## config.mk

```make
export PLATFORM = sky130hd
export DESIGN_NAME = wave_counter
export DESIGN_NICKNAME = d
export VERILOG_FILES = /design/src/rtl/wave_counter_pkg.sv /design/src/rtl/wave_counter.sv
export SDC_FILE = /design/constraint.sdc
export NUM_CORES = 1
export LEC_CHECK = 0
export BUFFER_PORTS_ARGS = -buffer_cell sky130_fd_sc_hd__buf_2
export CAP_MARGIN = 20
export CORE_AREA = 2 2 39 41
export DETAILED_ROUTE_END_ITERATION = 8
export DIE_AREA = 0 0 41 43
export GPL_TIMING_DRIVEN = 0
export HOLD_SLACK_MARGIN = 0.1
export PLACE_DENSITY_LB_ADDON = 0.25
export RECOVER_POWER = 100
export SLEW_MARGIN = 20
export SYNTH_ARGS = -nofsm -noshare
export SYNTH_HDL_FRONTEND = slang
export SYNTH_SLANG_ARGS = --single-unit
```

## constraint.sdc

```tcl
create_clock -name clk_i -period 1.9 [get_ports clk_i]
set_input_delay 0.475 -clock clk_i [delete_from_list [all_inputs] [get_ports clk_i]]
set_output_delay 0.475 -clock clk_i [all_outputs]
set_load 0.005 [all_outputs]
```

## src/rtl/wave_counter_pkg.sv

```systemverilog
// Shared wavetable constants and width helpers used by the oscillators and
// the sample-address counter.
package wave_pkg;

  localparam real SAMPLE_FREQ_HZ = 44100.0;
  localparam real NOTE_FREQ_HZ   = 440.0;

  typedef enum logic [1:0] {
    STEP_HOLD = 2'd0,
    STEP_UP   = 2'd1,
    STEP_DOWN = 2'd2
  } step_e;

  function automatic int wave_depth(input real sample_hz, input real note_hz);
    return $rtoi(sample_hz / note_hz);
  endfunction

  // Address width for n entries, never below one bit.
  function automatic int clog2_min1(input int n);
    return (n < 2) ? 1 : $clog2(n);
  endfunction

  localparam int DEFAULT_DEPTH = wave_depth(SAMPLE_FREQ_HZ, NOTE_FREQ_HZ);

endpackage

```

## src/rtl/wave_counter.sv

```systemverilog
// Modulo up/down counter sweeping a wavetable of max_val_p+1 entries;
// count_o feeds a synchronous ROM address directly from the register.
module wave_counter
  import wave_pkg::*;
#(
  parameter  int max_val_p = DEFAULT_DEPTH - 1,
  localparam int width_lp  = clog2_min1(max_val_p + 1)
) (
  input  logic                clk_i,
  input  logic                reset_i,
  input  logic                up_i,
  input  logic                down_i,
  output logic [width_lp-1:0] count_o
);

  if (max_val_p < 1) begin : g_bad_max
    $error("wave_counter: max_val_p must be at least 1");
  end

  localparam logic [width_lp-1:0] MaxLp = width_lp'(max_val_p);
  localparam logic [width_lp-1:0] OneLp = width_lp'(1);

  logic [width_lp-1:0] count_q;
  logic [width_lp-1:0] count_d;
  step_e               step;

  // Wrap compares against max_val_p, not the all-ones code, so the period
  // is exactly max_val_p+1 even when the table is not a power of two.
  always_comb begin
    step    = STEP_HOLD;
    count_d = count_q;
    if (up_i && !down_i) begin
      step = STEP_UP;
    end else if (down_i && !up_i) begin
      step = STEP_DOWN;
    end
    case (step)
      STEP_UP:   count_d = (count_q == MaxLp) ? '0 : count_q + OneLp;
      STEP_DOWN: count_d = (count_q == '0) ? MaxLp : count_q - OneLp;
      default:   count_d = count_q;
    endcase
  end

  always_ff @(posedge clk_i) begin
    if (reset_i) begin
      count_q <= '0;
    end else begin
      count_q <= count_d;
    end
  end

  assign count_o = count_q;

  a_in_range: assert property (@(posedge clk_i) count_q <= MaxLp);

  a_step_up: assert property (@(posedge clk_i) disable iff (reset_i)
    (up_i && !down_i) |=>
      count_q == (($past(count_q) == MaxLp) ? '0 : $past(count_q) + OneLp));

  a_step_down: assert property (@(posedge clk_i) disable iff (reset_i)
    (down_i && !up_i) |=>
      count_q == (($past(count_q) == '0) ? MaxLp : $past(count_q) - OneLp));

  a_hold: assert property (@(posedge clk_i) disable iff (reset_i)
    (up_i == down_i) |=> count_q == $past(count_q));

endmodule

```

==> impl_metrics.py <==
metrics = {
    "placement": {
        "preCtsSetupSlack_ns": -0.1423,
        "dp.cells": 107,
        "hpwl_um": 1127,
        "port_buffers": 9,
        "routabilityCongestion": 0.8308,
    },
    "setup_path": {
        "worstPathCellList": "buf_6 -> nor4_4 -> nand3b_1 -> o211a_1 -> a2111oi_2",
        "worstSetupPathType": "reg -> reg",
        "cp.required_ns": 2.06,
        "endpoint_kind": "flip-flop",
        "cp-start-kind": "flip-flop",
        "ff2ff_path_depth": 5,
        "crit_path_top_delay_cell": "dfxtp_1",
        "critPathMaxFanout": 10,
        "worstPathArrival_ns": 1.84,
        "slowest_delay_ns": 0.32,
    },
    "routing": {
        "wirelength_um": 1554,
        "viasPerCell": 5.838,
        "vias": 648,
        "drt_iter0_markers": 12,
        "drtAntennaViolNets": 0,
        "drt-wirelength-per-cell_um": 14.00,
        "drt_drc_violations_left": 0,
        "drtPass1Iterations": 4,
    },
    "grt": {
        "antenna_found_initial": 0,
        "grt_util_all_layers_pct": 22.46,
        "grt_pass1_vias": 611,
        "grt_max_degree": 11,
        "grt_overflow": 0,
        "grt_pass1_wl_um": 2608,
    },
    "layout": {
        "utilization_pct": 53.62,
        "instances_no_fill": 111,
        "areaGrowthSynthToFinish_pct": 12.74,
        "antenna_cells": 0,
        "drive_gt1_share_pct": 16.84,
        "nNetsFinal": 104,
        "largest_reg_flops": 7,
    },
    "yosys": {
        "synth_seq_cells": 7,
        "ys_async_sr_fraction_pct": 0,
        "synthCells": 82,
        "synth_area_per_cell_um2": 8.026,
        "synth_edf_count": 0,
        "syn-num-nets": 90,
        "synthFlopType": "dfxtp_1",
        "synth_area_um2": 658.1,
        "ys_types": 38,
        "synth-seq-area-share_pct": 21.29,
        "synth_warnings": 0,
    },
    "clock_tree": {
        "htreeDepth": 1,
        "clk_latency_ns": 0.26,
        "numCtsBuffers": 3,
        "root_buffer": "clkbuf_4",
        "cts_setup_buffers": 0,
        "clockBufferDepth": 2,
        "cts_resized": 0,
        "path_clk_slew_ns": 0.06,
        "holdBufCountCts": 0,
        "tritoncts": "yes",
        "clkSinkCount": 7,
    },
    "timing": {
        "relSlewSlack_pct": 69.83,
        "rsz0062_at_grt": "no",
        "hold_viol_final": 0,
        "tns_ns": 0,
        "setup_viol": 0,
        "period_share_pct": 88.36,
        "fmax_ghz": 0.5957,
        "timing.final.ws_setup_ns": 0.2213,
        "tightestPinTransition_ns": 0.4526,
        "maxSlewViolCount": 0,
        "fin_crit_ns": 1.679,
        "fin_skew_ns": 0.01105,
    },
    "pwr": {
        "net-switching-power_uw": 195.5,
        "peakVddDrop_v": 0.0003015,
        "clkPwrFrac_pct": 26.8,
        "p_per_area_mw_per_mm2": 715.9,
        "comb_power_share_pct": 38.6,
        "intPower_uw": 335.6,
        "static-leakage-power_nw": 0.2880,
        "p_seq_share_pct": 34.6,
        "swShare_pct": 36.81,
    },
    "die": {
        "die-area_mm2": 0.001763,
        "die_w_um": 41,
        "ios": 11,
        "core-area_mm2": 0.001384,
        "rows": 14,
        "start_util_pct": 47.56,
        "dieHeight_um": 43,
    },
    "worst_hold_path": {
        "holdPathStages": 2,
        "hold_class": "reg -> reg",
    },
    "flow_run": {
        "cap_viol_max_count": 0,
    },
    "run_status": {
        "status": "complete, no violations",
    },
}
[through the flow]
stage	total power [mW]	hold WS (ns)	instance area, um^2
floorplan	0.3442	0.5573	658.1
global placement	0.3888	0.6131	723.2
detailed placement	0.3944	0.6208	723.2
CTS	0.5425	0.6330	749.5
global route	0.5779	0.6757	742.0
finish	0.5311	0.6365	742.0
[placed cells by master (no fill, tap or decap), types with 4 or more instances in the layout]
master / instances
a21oi_1: 4
buf_2: 6
clkbuf_1: 7
dfxtp_1: 7
ha_1: 4
inv_1: 5
nand3_1: 4
nor2_1: 5
nor2b_1: 4
o21ai_0: 6
[synth_stat cells, types with 2 or more instances]
cell type	n	area (um^2)
nor4b_1	2	17.52
clkbuf_1	3	11.26
o21a_1	2	15.01
nor3_1	2	10.01
buf_6	2	22.52
nand3_1	4	20.02
nand2b_1	2	12.51
mux2i_1	2	20.02
nand2_1	3	11.26
dfxtp_1	7	140.1
ha_1	4	50.05
nor2b_1	4	25.02
o21ai_0	6	30.03
inv_1	5	18.77
a311oi_1	2	17.52
nor2_1	5	18.77
a31oi_1	3	18.77
a21oi_1	4	20.02
[logic make-up (layout without fill, tap and decap cells)]
kind of cell / after synthesis / count (layout) / synth area share [%]
xor+xnor: 1 / 1 / 1.331
compound gates: 25 / 25 / 27.00
flops: 7 / 7 / 21.29
mux: 3 / 3 / 4.753
simple gates: 30 / 30 / 28.71
buf+inv: 12 / 25 / 9.314
fa+ha+maj: 4 / 4 / 7.605
[metal layers]
| layer | up-vias | wire (um) | global-route usage (%) |
|---|---|---|---|
| met1 | 295 | 739 | 29.22 |
| li1 | 335 | - | - |
| met5 | - | 0 | 0 |
| met3 | 4 | 73 | 7.853 |
| met2 | 14 | 720 | 31.25 |
| met4 | 0 | 21 | 12.00 |
[critical path, delay by kind of cell, from the launching register on]
family	cells	cell delay, ns
AOI/OAI and AO/OA	2	0.55
buffers and inverters	1	0.14
DFF	1	0.32
and+or+nand+nor	2	0.58
[final cells by class]
cell class	count	area (um^2)
Tap cell	16	20.02
Clock buffer	4	26.28
Fill cell	150	641.9
Inverter	5	18.77
Timing Repair Buffer	9	40.04
Buffer	7	43.79
Sequential cell	7	140.1
Multi-Input combinational cell	63	452.9
[power groups by stage]
| stage | clock network (mW) | registers (mW) | logic, mW |
|---|---|---|---|
| 6_report | 0.142 | 0.184 | 0.205 |
| 5_1_grt | 0.160 | 0.187 | 0.231 |
| 4_1_cts | 0.149 | 0.183 | 0.210 |
| 3_5_place_dp | 0 | 0.186 | 0.208 |
| 3_3_place_gp | 0 | 0.186 | 0.203 |
| 2_1_floorplan | 0 | 0.183 | 0.161 |
[worst paths after layout]
path | from | end | slack, ns
worst min-delay path | count_o[1]$_SDFFE_PP0P_ | count_o[1]$_SDFFE_PP0P_ | 0.64
worst min register to register | count_o[1]$_SDFFE_PP0P_ | count_o[1]$_SDFFE_PP0P_ | 0.64
worst max-delay path | count_o[3]$_SDFFE_PP0P_ | count_o[5]$_SDFFE_PP0P_ | 0.22
worst max register to register | count_o[3]$_SDFFE_PP0P_ | count_o[5]$_SDFFE_PP0P_ | 0.22
Power figures use the tool's default switching activity.
